===== src/rtl/seg7_scan_driver_if.sv =====
// Display-side bundle for seg7_scan_driver: word load strobe, blank control and the
// multiplexed segment/anode pins plus status.
interface seg7_scan_driver_if #(
  parameter int unsigned DIGITS = 4
) ();

  logic                  load;
  logic [4*DIGITS-1:0]   bcd_in;
  logic [DIGITS-1:0]     dp_in;
  logic                  blank;
  logic [6:0]            seg;
  logic                  dp;
  logic [DIGITS-1:0]     an;
  logic                  err;
  logic                  frame_done;

  modport master (
    output load, bcd_in, dp_in, blank,
    input  seg, dp, an, err, frame_done
  );

  modport slave (
    input  load, bcd_in, dp_in, blank,
    output seg, dp, an, err, frame_done
  );

endinterface


===== src/rtl/seg7_scan_driver.sv =====
// Time-multiplexed N-digit BCD to 7-segment driver with frame-synchronous word updates.
// Define SEG7_LZ_BLANK_EN to suppress leading zeros (digit 0 always shown).
module seg7_scan_driver #(
  parameter int unsigned DIGITS         = 4,
  parameter int unsigned SCAN_DIV       = 50000,
  parameter bit          SEG_ACTIVE_LOW = 1'b0,
  parameter bit          AN_ACTIVE_LOW  = 1'b1
) (
  input  logic              clk,
  input  logic              rst,
  seg7_scan_driver_if.slave bus
);

  localparam int unsigned CntW = (SCAN_DIV > 1) ? $clog2(SCAN_DIV) : 1;
  localparam int unsigned IdxW = (DIGITS > 1) ? $clog2(DIGITS) : 1;

  localparam logic [CntW-1:0]   CntLast = CntW'(SCAN_DIV - 1);
  localparam logic [IdxW-1:0]   IdxLast = IdxW'(DIGITS - 1);
  localparam logic [6:0]        SegOff  = {7{SEG_ACTIVE_LOW}};
  localparam logic              DpOff   = SEG_ACTIVE_LOW;
  localparam logic [DIGITS-1:0] AnOff   = {DIGITS{AN_ACTIVE_LOW}};

  logic [CntW-1:0]     cnt_q, cnt_d;
  logic [IdxW-1:0]     idx_q, idx_d;
  logic [4*DIGITS-1:0] hold_q, hold_d;
  logic [DIGITS-1:0]   hold_dp_q, hold_dp_d;
  logic                pending_q, pending_d;
  logic [4*DIGITS-1:0] disp_q, disp_d;
  logic [DIGITS-1:0]   disp_dp_q, disp_dp_d;
  logic [6:0]          seg_q, seg_d;
  logic                dp_q, dp_d;
  logic [DIGITS-1:0]   an_q, an_d;
  logic                err_q, err_d;
  logic                frame_done_q, frame_done_d;

  logic                slot_end;
  logic                boundary;
  logic [3:0]          nibs [DIGITS];
  logic [DIGITS-1:0]   lead_zero;
  logic [6:0]          seg_lit;
  logic [DIGITS-1:0]   an_sel;

  function automatic logic [6:0] decode(input logic [3:0] nib);
    logic [6:0] g;
    unique case (nib)
      4'd0:    g = 7'b1111110;
      4'd1:    g = 7'b0110000;
      4'd2:    g = 7'b1101101;
      4'd3:    g = 7'b1111001;
      4'd4:    g = 7'b0110011;
      4'd5:    g = 7'b1011011;
      4'd6:    g = 7'b1011111;
      4'd7:    g = 7'b1110000;
      4'd8:    g = 7'b1111111;
      4'd9:    g = 7'b1111011;
      default: g = 7'b1001111;
    endcase
    return g;
  endfunction

  // Scan position
  always_comb begin
    slot_end = (cnt_q == CntLast);
    boundary = slot_end && (idx_q == IdxLast);
    cnt_d    = slot_end ? '0 : cnt_q + 1'b1;
    idx_d    = idx_q;
    if (slot_end) begin
      idx_d = (idx_q == IdxLast) ? '0 : idx_q + 1'b1;
    end
  end

  // Words only reach the display register on a frame boundary so no frame is ever mixed.
  always_comb begin
    hold_d    = hold_q;
    hold_dp_d = hold_dp_q;
    pending_d = pending_q;
    disp_d    = disp_q;
    disp_dp_d = disp_dp_q;
    if (boundary) begin
      if (bus.load) begin
        disp_d    = bus.bcd_in;
        disp_dp_d = bus.dp_in;
        pending_d = 1'b0;
      end else if (pending_q) begin
        disp_d    = hold_q;
        disp_dp_d = hold_dp_q;
        pending_d = 1'b0;
      end
    end else if (bus.load) begin
      hold_d    = bus.bcd_in;
      hold_dp_d = bus.dp_in;
      pending_d = 1'b1;
    end
  end

  always_comb begin
    for (int k = 0; k < DIGITS; k++) begin
      nibs[k] = disp_q[4*k +: 4];
    end
  end

`ifdef SEG7_LZ_BLANK_EN
  // A digit is suppressed while it and every more-significant digit are zero.
  always_comb begin
    logic run;
    lead_zero = '0;
    run       = 1'b1;
    for (int k = DIGITS - 1; k >= 1; k--) begin
      run          = run && (nibs[k] == 4'd0);
      lead_zero[k] = run;
    end
  end
`else
  assign lead_zero = '0;
`endif

  // Registered pin outputs, including the first-clock-of-slot anode gap against ghosting.
  always_comb begin
    seg_lit = lead_zero[idx_q] ? 7'b0000000 : decode(nibs[idx_q]);
    an_sel  = '0;
    if (!bus.blank && (cnt_q != '0)) begin
      an_sel[idx_q] = 1'b1;
    end
    seg_d = SEG_ACTIVE_LOW ? ~seg_lit : seg_lit;
    dp_d  = disp_dp_q[idx_q] ^ SEG_ACTIVE_LOW;
    an_d  = AN_ACTIVE_LOW ? ~an_sel : an_sel;
    err_d = 1'b0;
    for (int k = 0; k < DIGITS; k++) begin
      err_d = err_d | (nibs[k] > 4'd9);
    end
    frame_done_d = boundary;
  end

  always_ff @(posedge clk) begin
    if (rst) begin
      cnt_q        <= '0;
      idx_q        <= '0;
      hold_q       <= '0;
      hold_dp_q    <= '0;
      pending_q    <= 1'b0;
      disp_q       <= '0;
      disp_dp_q    <= '0;
      seg_q        <= SegOff;
      dp_q         <= DpOff;
      an_q         <= AnOff;
      err_q        <= 1'b0;
      frame_done_q <= 1'b0;
    end else begin
      cnt_q        <= cnt_d;
      idx_q        <= idx_d;
      hold_q       <= hold_d;
      hold_dp_q    <= hold_dp_d;
      pending_q    <= pending_d;
      disp_q       <= disp_d;
      disp_dp_q    <= disp_dp_d;
      seg_q        <= seg_d;
      dp_q         <= dp_d;
      an_q         <= an_d;
      err_q        <= err_d;
      frame_done_q <= frame_done_d;
    end
  end

  assign bus.seg        = seg_q;
  assign bus.dp         = dp_q;
  assign bus.an         = an_q;
  assign bus.err        = err_q;
  assign bus.frame_done = frame_done_q;

endmodule


===== src/flat_wrapper.sv =====
// flat-port wrapper written by rule: the top's interface ports become plain ports
module seg7_scan_driver_flat 
#(
  parameter int unsigned DIGITS         = 4,
  parameter int unsigned SCAN_DIV       = 50000,
  parameter bit          SEG_ACTIVE_LOW = 1'b0,
  parameter bit          AN_ACTIVE_LOW  = 1'b1
)
  (clk, rst, bus_load, bus_bcd_in, bus_dp_in, bus_blank, bus_seg, bus_dp, bus_an, bus_err, bus_frame_done);
  seg7_scan_driver_if #(.DIGITS(DIGITS)) bus_i ();
  input  logic clk;
  input  logic rst;
  input wire logic [$bits(bus_i.load)-1:0] bus_load;
  input wire logic [$bits(bus_i.bcd_in)-1:0] bus_bcd_in;
  input wire logic [$bits(bus_i.dp_in)-1:0] bus_dp_in;
  input wire logic [$bits(bus_i.blank)-1:0] bus_blank;
  output wire logic [$bits(bus_i.seg)-1:0] bus_seg;
  output wire logic [$bits(bus_i.dp)-1:0] bus_dp;
  output wire logic [$bits(bus_i.an)-1:0] bus_an;
  output wire logic [$bits(bus_i.err)-1:0] bus_err;
  output wire logic [$bits(bus_i.frame_done)-1:0] bus_frame_done;
  assign bus_i.load = bus_load;
  assign bus_i.bcd_in = bus_bcd_in;
  assign bus_i.dp_in = bus_dp_in;
  assign bus_i.blank = bus_blank;
  assign bus_seg = bus_i.seg;
  assign bus_dp = bus_i.dp;
  assign bus_an = bus_i.an;
  assign bus_err = bus_i.err;
  assign bus_frame_done = bus_i.frame_done;
  seg7_scan_driver #(.DIGITS(DIGITS), .SCAN_DIV(SCAN_DIV), .SEG_ACTIVE_LOW(SEG_ACTIVE_LOW), .AN_ACTIVE_LOW(AN_ACTIVE_LOW)) u_core (.clk(clk), .rst(rst), .bus(bus_i));
endmodule

===== config.mk =====
export PLATFORM = sky130hd
export DESIGN_NAME = seg7_scan_driver_flat
export DESIGN_NICKNAME = d
export VERILOG_FILES = /design/src/rtl/seg7_scan_driver_if.sv /design/src/rtl/seg7_scan_driver.sv /design/src/flat_wrapper.sv
export SDC_FILE = /design/constraint.sdc
export NUM_CORES = 1
export LEC_CHECK = 0
export ABC_AREA = 1
export ABC_CLOCK_PERIOD_IN_PS = 3050
export CORE_MARGIN = 3
export CORE_UTILIZATION = 61
export DETAILED_ROUTE_END_ITERATION = 16
export PLACE_DENSITY_LB_ADDON = 0.12
export SLEW_MARGIN = 20
export SYNTH_ARGS = -nofsm -noshare
export SYNTH_HDL_FRONTEND = slang
export SYNTH_SLANG_ARGS = --single-unit
export TNS_END_PERCENT = 50

===== constraint.sdc =====
create_clock -name clk -period 3.05 [get_ports clk]
set_input_delay 0.61 -clock clk [delete_from_list [all_inputs] [get_ports clk]]
set_output_delay 0.61 -clock clk [all_outputs]
set_load 0.01 [all_outputs]

==> run_results.csv, run 1 <==
group,metric,value,unit
run_status,outcome,"complete, no violations",
route,dr.pass1.iters,4,
floorplanning,ios,38,
cts,cts_max_path_buffers,2,
global_route,grt_pass1_vias,3037,
floorplanning,die_w,83.87,µm
power_and_ir_drop,p_sw,0.4066,mW
sta,final.period_utilization,0.6967,
placement,post-dp-hpwl,4857,µm
cts,cts_buffers,9,
power_and_ir_drop,p_sw_frac,0.2257,
route,vias_per_cell,5.194,
sta,maxSlewHeadroom,0.6043,
cts,cts_tree,"yes",
floorplanning,dieHeight,83.87,µm
logic_synthesis,ys_ff_latch,73,
route,wl_met2,3347,µm
cts,cts.clk_slew.worst_paths,0.07,ns
final_layout,final_common_cell,"nand2_1",
power_and_ir_drop,power_density,427.6,mW/mm²
setup_path,critPathMaxFanout,17,
route,wl_met1,3416,µm
sta,setup_tns,0,ns
setup_path,rrSetupSlack,0.92,ns
sta,setup_violations,0,
placement,port_buffers,37,
route,vias,3272,
final_layout,final_nets,591,
placement,place.gp.congestion,0.8731,
min_path,hold_end,"u_core.cnt_q[0]",
power_and_ir_drop,p_int,1.394,mW
final_layout,fin_util,0.7421,
cts,post_cts_buffers,0,
cts,hold_buffers,0,
cts,htreeDepth,3,
setup_path,worstReg2RegStart,"u_core.idx_q[0]",
logic_synthesis,ys_seq_area_frac,0.3951,
route,ant_nets,0,
floorplanning,rows,27,
final_layout,area_growth,13.87,%
sta,worst_pin_slew,0.5936,ns
route,route.top_layer_used,"met4",
sta,hold_violations,0,
power_and_ir_drop,leakage,1.964,nW
sta,rsz0062_at_grt,"false",
route,wl,7317,µm
global_route,grt-ovfl-total,0,
global_route,grt_use_total,0.2228,
logic_synthesis,syn_area_per_cell,7.031,µm²
min_path,hp-start,"u_core.cnt_q[0]",
setup_path,crit_arrival,2.36,ns
power_and_ir_drop,p_seq_frac,0.552,
logic_synthesis,ys.flop_type,"dfxtp_1",
global_route,grt_pass1_wl,13060,µm
cts,clock_latency,0.34,ns
route,route.detailed.drc,0,
logic_synthesis,syn_area,0.003699,mm²
logic_synthesis,synthCells,526,
sta,timing.final.crit_period,2.125,ns
sta,finalMaxSlewViolations,0,
final_layout,antenna_cells,0,
min_path,hp-class,"register to register",
run,maxCapViolCount,0,
power_and_ir_drop,combPwrFrac,0.086,
final_layout,drive_gt1_frac,0.08781,
placement,pre_cts_slack,0.8200,ns
logic_synthesis,synth_nets,562,
floorplanning,dieArea,0.007033,mm²
logic_synthesis,async_reset_ff_frac,0,
setup_path,rr_worst_depth,8,
route,initialDrtViolationCount,129,
floorplanning,core,0.005675,mm²
sta,layout_setup_ws,0.9249,ns
route,wl_per_cell,11.61,µm
min_path,hold_path_depth,1,
global_route,grt_max_degree,61,
cts,cts.sinks,73,
setup_path,cp-end-kind,"register",
route,route.met3.wl,357,µm
logic_synthesis,synth_edf_count,0,
cts,cts_root_buffer,"clkbuf_8",
setup_path,start_kind,"register",
power_and_ir_drop,pwr-share-clk,0.362,
cts,cts.repair.resized,0,
sta,timing.fmax,0.4706,GHz
final_layout,final_cell_mix,"112 x nand2_1, 87 x nor2_1, 73 x dfxtp_1",
logic_synthesis,post_synth_num_cell_types,30,
final_layout,fillers,467,
sta,final.setup_skew,0.007908,ns
setup_path,reg2reg_to,"u_core.bus.seg[3]",
setup_path,crit_type,"register to register",
global_route,antenna_found_initial,0,
logic_synthesis,ys_warn_count,0,
power_and_ir_drop,peakVddDrop,0.4042,mV
floorplanning,start_util,0.6517,
setup_path,required,3.29,ns
sta,hold_ws,0.4634,ns
==> stage by stage <==
step | total power [mW] | instance area (µm²) | instances
after floorplan | 1.112 | 3699 | 526
after global placement | 1.165 | 4049 | 616
final | 1.801 | 4212 | 630
after global routing | 1.880 | 4212 | 630
after CTS | 1.813 | 4212 | 630
after detailed placement | 1.169 | 4049 | 616
==> cells in the mapped netlist, types with 6 or more instances <==
master / count / area, µm²
mux2_2: 20 / 225.2
nor3_1: 7 / 35.03
nand4_1: 14 / 87.58
nand2_1: 112 / 420.4
nor2_1: 87 / 326.6
o21ai_0: 11 / 55.05
nand3_1: 31 / 155.2
o21ai_1: 6 / 30.03
dfxtp_1: 73 / 1461
ha_1: 12 / 150.1
a21oi_1: 39 / 195.2
buf_2: 9 / 45.04
inv_1: 70 / 262.8
==> routing by layer <==
| metal | up-vias | global-route usage |
|---|---|---|
| li1 | 1714 | - |
| met1 | 1452 | 0.2755 |
| met2 | 85 | 0.3565 |
| met3 | 21 | 0.05232 |
| met4 | 0 | 0.1228 |
| met5 | - | 0 |
==> sequential cells by signal, indices dropped and copies added (netlist names) <==
name                   flops
u_core.bus.an              4
u_core.bus.dp              1
u_core.bus.err             1
u_core.bus.frame_done      1
u_core.bus.seg             7
u_core.cnt_q              16
u_core.disp_dp_q           4
u_core.disp_q             16
u_core.hold_dp_q           4
u_core.hold_q             16
u_core.idx_q               2
u_core.pending_q           1
==> how the worst max path moves through the flow <==
| stage | start | endpoint | slack, ns | cells past startpoint |
|---|---|---|---|---|
| after floorplan | u_core.idx_q[0] | u_core.bus.seg[3] | 1.29 | 9 |
| after global placement | rst | u_core.disp_q[3] | 0.87 | 5 |
| after detailed placement | rst | u_core.hold_q[11] | 0.82 | 5 |
| after CTS | u_core.idx_q[0] | u_core.bus.seg[3] | 0.94 | 8 |
| after global routing | u_core.idx_q[0] | u_core.bus.seg[3] | 0.73 | 8 |
| final | u_core.idx_q[0] | u_core.bus.seg[3] | 0.92 | 8 |
==> cell type report <==
class | count | area [µm²] | share of cell area
timing repair buffer | 40 | 387.9 | 0.09210
inverter | 76 | 285.3 | 0.06774
clock buffer | 14 | 162.7 | 0.03862
tap | 72 | 90.09 | 0.02139
multi-input combinational | 355 | 1824 | 0.4332
sequential | 73 | 1461 | 0.3470
==> cell families (layout without fill, tap and decap cells) <==
logic type | after synthesis | count (layout) | synth area share
AOI/OAI and AO/OA | 58 | 58 | 0.08052
xor gates and xnor gates | 3 | 3 | 0.007105
adders and majority gates | 12 | 12 | 0.04059
buffers and inverters | 98 | 130 | 0.1116
DFF | 73 | 73 | 0.3951
muxes | 20 | 20 | 0.06089
and+or+nand+nor | 262 | 262 | 0.3041
==> worst max-delay path, cell delays in order, from the launching register on <==
cell	delay, ns
dfxtp_1	0.70
nand2_1	0.11
a32oi_1	0.39
inv_1	0.18
ha_1	0.34
nand2_1	0.08
nand2_1	0.06
o21ai_1	0.12
inv_1	0.05
==> power groups by stage <==
stage / Sequential, mW / Combinational [mW] / Clock, mW
5_1_grt: 0.997 / 0.174 / 0.709
3_3_place_gp: 1.01 / 0.151 / 0
3_5_place_dp: 1.02 / 0.154 / 0
2_1_floorplan: 1.02 / 0.0968 / 0
4_1_cts: 0.994 / 0.155 / 0.663
6_report: 0.994 / 0.154 / 0.653
(Power assumes the default switching activity.)
==> inputs of run 2 (changes only) <==
ABC_CLOCK_PERIOD_IN_PS = 1900   (was 3050)
CORE_UTILIZATION = 51   (was 61)
clock period = 1.9 ns   (was 3.05 ns; I/O delays follow)
==> run 2 against run 1 <==
  * Critical path type unchanged
  * First-iteration DRC count up 25%
  * Sequential share of layout area down 1.2 points
  * Via count down 0.28%
  * Global-route usage down 3.3 points
  * Core utilization down 11 points
  * Clock power up 84%
  * Largest power group unchanged
==> run_results.csv, run 2 (synthesis results as in run 1) <==
group,metric,value,unit
floorplanning,core,0.006907,mm²
power_and_ir_drop,leakage,2.020,nW
global_route,grt_use_total,0.1899,
route,dr.pass1.iters,5,
final_layout,area_growth,18.00,%
final_layout,fillers,660,
sta,hold_violations,0,
sta,timing.fmax,0.5909,GHz
setup_path,crit_path_frequent_cell,"nand2_1",
setup_path,critPathMaxFanout,7,
global_route,grt_pass1_wl,12990,µm
route,ant_nets,0,
cts,cts_tree,"yes",
floorplanning,die_w,91.16,µm
floorplanning,rows,30,
final_layout,top_regs,"u_core.cnt_q: 16 flops, u_core.disp_q: 16 flops, u_core.hold_q: 16 flops",
global_route,grt_pass1_vias,2973,
route,wl,7646,µm
power_and_ir_drop,power_density,699.4,mW/mm²
min_path,hp-class,"register to register",
sta,worst_pin_slew,0.3488,ns
cts,cts_buffers,9,
floorplanning,dieArea,0.008310,mm²
floorplanning,start_util,0.5355,
run_status,outcome,"complete, no violations",
cts,cts.clk_slew.worst_paths,0.08,ns
final_layout,final_cell_mix,"112 x nand2_1, 87 x nor2_1, 72 x dfxtp_1",
placement,dp.cells,647,
cts,htreeDepth,3,
cts,post_cts_buffers,0,
global_route,antenna_found_initial,0,
route,vias_per_cell,4.914,
sta,final.period_utilization,0.8906,
cts,cts.sinks,73,
run,maxCapViolCount,0,
setup_path,crit_slowest_cell,"dfxtp_1",
route,wl_per_cell,11.52,µm
sta,layout_setup_ws,0.2078,ns
route,initialDrtViolationCount,161,
placement,pre_cts_slack,0.1012,ns
cts,cts_root_buffer,"clkbuf_8",
sta,finalMaxSlewViolations,0,
setup_path,required,2.14,ns
power_and_ir_drop,finalPower,3.052,mW
final_layout,drive_gt1_frac,0.1127,
setup_path,cp-end-kind,"register",
sta,setup_violations,0,
final_layout,fin_cells,664,
setup_path,start_kind,"register",
setup_path,path_cells,"buf_4, inv_2, nand2_1, a32oi_2, inv_1, ha_1, nand2_1, nand2_1, o21ai_1, inv_1",
sta,timing.final.crit_period,1.692,ns
placement,port_buffers,37,
sta,final.setup_skew,0.01148,ns
sta,setup_tns,0,ns
final_layout,final_common_cell,"nand2_1",
setup_path,crit_type,"register to register",
floorplanning,ios,38,
route,vias,3263,
setup_path,max_stage_delay,0.35,ns
placement,post-dp-hpwl,5189,µm
sta,maxSlewHeadroom,0.7657,
cts,cts_max_path_buffers,2,
final_layout,antenna_cells,0,
floorplanning,dieHeight,91.16,µm
global_route,grt-ovfl-total,0,
final_layout,final_nets,599,
cts,clock_latency,0.35,ns
sta,rsz0062_at_grt,"false",
setup_path,crit_arrival,1.93,ns
global_route,grt_max_degree,50,
placement,place.gp.congestion,0.8717,
power_and_ir_drop,peakVddDrop,0.4730,mV
route,route.detailed.drc,0,
run 2: metal layers:
| metal | up-vias | part of all wire | track usage |
|---|---|---|---|
| met3 | 14 | 0.045 | 0.03728 |
| li1 | 1735 | - | - |
| met2 | 62 | 0.44 | 0.3010 |
| met1 | 1452 | 0.50 | 0.2497 |
| met5 | - | 0 | 0 |
| met4 | 0 | 0.019 | 0.08543 |
run 2: path summary, 6_finish.rpt:
kind,start,endpoint,slack [ns],depth (start not counted)
hold reg to reg,u_core.cnt_q[0],u_core.cnt_q[0],0.46,1
setup reg to reg,u_core.idx_q[0],u_core.bus.seg[3],0.21,10
hold / removal,u_core.cnt_q[0],u_core.cnt_q[0],0.46,1
setup / recovery,u_core.idx_q[0],u_core.bus.seg[3],0.21,10
run 2: through the flow:
step                instance area, µm²  hold WS, ns    util
finish                            4364       0.4636  0.6319
global route                      4364       0.4821  0.6319
CTS                               4338       0.4647  0.6281
detailed placement                4144       0.4521  0.6000
global placement                  4144       0.4449  0.6000
floorplan                         3699       0.4299       -
run 2: worst max-delay path: cells and delay by family (launching register included):
family | cells | cell delay, ns
compound gates | 2 | 0.34
flops | 1 | 0.35
fa+ha+maj | 1 | 0.32
buf+inv | 4 | 0.40
simple gates | 3 | 0.18
run 2: cell type report:
| class | count | area [µm²] | area share |
|---|---|---|---|
| Clock inverter | 7 | 70.07 | 0.01606 |
| Multi-Input combinational cell | 356 | 1849 | 0.4237 |
| Clock buffer | 9 | 123.9 | 0.02838 |
| Sequential cell | 73 | 1463 | 0.3351 |
| Inverter | 76 | 285.3 | 0.06537 |
| Tap cell | 96 | 120.1 | 0.02752 |
| Timing Repair Buffer | 47 | 452.9 | 0.1038 |
run 2: repair_timing:
item	CTS	global route
hold buffers	0	0
endpoints found under the hold margin	0	0
setup endpoints to repair	0	14
gates resized for setup	0	3
run 2: power breakdown:
group          switching, mW  internal, mW  leakage (nW)
Sequential            0.0207          1.57         0.597
Combinational          0.121         0.138          1.32
Clock                  0.593         0.606        0.0994
==> inputs of run 3 (changes only) <==
CAP_MARGIN = 30   (was unset)
GPL_TIMING_DRIVEN = 0   (was unset)
RECOVER_POWER = 50   (was unset)
==> run 3 against run 2 <==
  * Sequential power is essentially flat
  * Sequential cell count stayed put
  * Hold slack got worse by 0.0017 ns
  * Non-clock buffer count up 13
  * Combinational power barely moved
  * First-iteration DRC count grew 12%
  * Register-to-register slack worse by 0.097 ns
  * Clock-buffer cell count unchanged
  * Clock power grew 18%
  * Critical path depth decreased by 1
  * Critical path type unchanged
==> run_results.csv, run 3 (synthesis results as in run 1) <==
group,metric,value,unit
run_status,outcome,"complete, no violations",
setup_path,required,2.18,ns
route,dr.pass1.iters,4,
setup_path,crit_arrival,2.07,ns
global_route,grt_pass1_wl,14080,µm
floorplanning,start_util,0.5355,
placement,place.gp.congestion,0.8525,
floorplanning,dieHeight,91.16,µm
placement,post-dp-hpwl,5875,µm
cts,hold_buffers,0,
global_route,grt_pass1_vias,3137,
setup_path,crit_type,"register to register",
min_path,hold_path_depth,1,
placement,port_buffers,36,
global_route,grt_max_degree,13,
floorplanning,rows,30,
sta,timing.final.crit_period,1.789,ns
placement,pre_cts_slack,-0.1888,ns
cts,cts_tree,"yes",
power_and_ir_drop,finalPower,3.276,mW
cts,cts_buffers,9,
final_layout,antenna_cells,0,
route,vias_per_cell,4.948,
placement,place_area,0.004179,mm²
final_layout,fin_area,0.004423,mm²
global_route,grt-ovfl-total,0,
final_layout,final_common_cell,"nand2_1",
cts,cts.clk_slew.worst_paths,0.07,ns
floorplanning,core,0.006907,mm²
setup_path,rr_worst_depth,9,
min_path,hold_end,"u_core.cnt_q[0]",
route,initialDrtViolationCount,180,
sta,setup_violations,0,
sta,rsz0062_at_grt,"true",
min_path,hp-class,"register to register",
floorplanning,dieArea,0.008310,mm²
global_route,grt_use_total,0.2072,
min_path,hp-start,"u_core.cnt_q[0]",
cts,htreeDepth,3,
sta,finalMaxSlewViolations,0,
setup_path,rrSetupSlack,0.11,ns
final_layout,fin_cells,675,
sta,hold_violations,0,
route,vias,3340,
sta,maxSlewHeadroom,0.6557,
power_and_ir_drop,leakage,2.059,nW
setup_path,start_kind,"register",
setup_path,cp-end-kind,"register",
cts,cts_root_buffer,"clkbuf_8",
run,maxCapViolCount,0,
sta,worst_pin_slew,0.5165,ns
route,wl_per_cell,12.05,µm
setup_path,critPathMaxFanout,9,
floorplanning,ios,38,
final_layout,drive_gt1_frac,0.1140,
sta,final.setup_skew,0.01012,ns
final_layout,top_regs,"u_core.cnt_q: 16 flops, u_core.disp_q: 16 flops, u_core.hold_q: 16 flops",
final_layout,area_growth,19.59,%
power_and_ir_drop,power_density,740.7,mW/mm²
power_and_ir_drop,peakVddDrop,0.4745,mV
floorplanning,die_w,91.16,µm
sta,final.period_utilization,0.9415,
route,route.detailed.drc,0,
placement,dp.cells,658,
route,ant_nets,0,
final_layout,final_nets,611,
sta,timing.fmax,0.5590,GHz
setup_path,worstReg2RegStart,"u_core.idx_q[1]",
sta,layout_setup_ws,0.1112,ns
global_route,antenna_found_initial,0,
cts,cts_max_path_buffers,2,
setup_path,reg2reg_to,"u_core.bus.seg[0]",
cts,clock_latency,0.35,ns
route,wl,8137,µm
final_layout,fin_util,0.6404,
final_layout,final_cell_mix,"113 x nand2_1, 88 x nor2_1, 71 x dfxtp_1",
cts,cts.sinks,73,
[run 3: cell count changes in the layout (fill, tap and decap cells not counted), sizes merged]
| cell | previous run | this run |
|---|---|---|
| clkbuf | 9 | 17 |
| clkinv | 5 | 3 |
| clkdlybuf4s50 | 36 | 21 |
| buf | 11 | 16 |
| bufinv | 1 | 3 |
| nand3 | 34 | 33 |
| inv | 76 | 75 |
| dlygate4sd3 | 0 | 15 |
[run 3: through the flow]
step | hold WS [ns] | TNS (ns)
after CTS | 0.4679 | 0
after floorplan | 0.4299 | 0
after global routing | 0.4916 | -0.0007874
final | 0.4619 | 0
after global placement | 0.4379 | -0.7102
after detailed placement | 0.4574 | -0.7669
[run 3: timing repair]
action	in CTS	in global routing
setup endpoints to repair	6	6
setup buffers	0	2
gates resized for setup	2	6
pin swaps	0	1
[run 3: cell type report]
class | instances | area (µm²)
Clock buffer | 9 | 123.9
Inverter | 76 | 285.3
Clock inverter | 6 | 107.6
Fill cell | 654 | 2484
Sequential cell | 73 | 1466
Timing Repair Buffer | 38 | 375.4
Tap cell | 96 | 120.1
Buffer | 22 | 117.6
Multi-Input combinational cell | 355 | 1827
[run 3: where the power goes]
part,switching [mW],internal (mW)
Sequential,0.0209,1.57
Clock,0.562,0.860
Combinational,0.129,0.132
Total,0.712,2.56
[run 3: worst max-delay path, cell delays in order (launching register included)]
cell,delay (ns)
dfxtp_2,0.42
inv_2,0.13
a21oi_1,0.16
o21ai_1,0.10
nand2_1,0.20
inv_1,0.12
ha_1,0.21
o21ai_0,0.21
nor2_1,0.09
nor2_1,0.08
[run 3: worst max-delay path by stage]
stage / startpoint / end / slack [ns] / cells after the start
floorplan: u_core.idx_q[0] / u_core.bus.seg[3] / 0.14 / 9
global placement: u_core.idx_q[0] / u_core.bus.seg[3] / -0.21 / 9
detailed placement: u_core.idx_q[0] / u_core.bus.seg[3] / -0.19 / 9
CTS: u_core.idx_q[0] / u_core.bus.seg[3] / 0.007 / 9
global route: u_core.cnt_q[0] / u_core.disp_q[14] / -0.0008 / 8
finish: u_core.idx_q[1] / u_core.bus.seg[0] / 0.11 / 9
[run 3: per-layer routing]
metal  track usage  wire length, µm  vias up
li1              -                -     1748
met1        0.2585             3771     1501
met2        0.3415             3848       76
met3       0.04971              354       15
met4       0.08668              162        0
met5             0                0        -
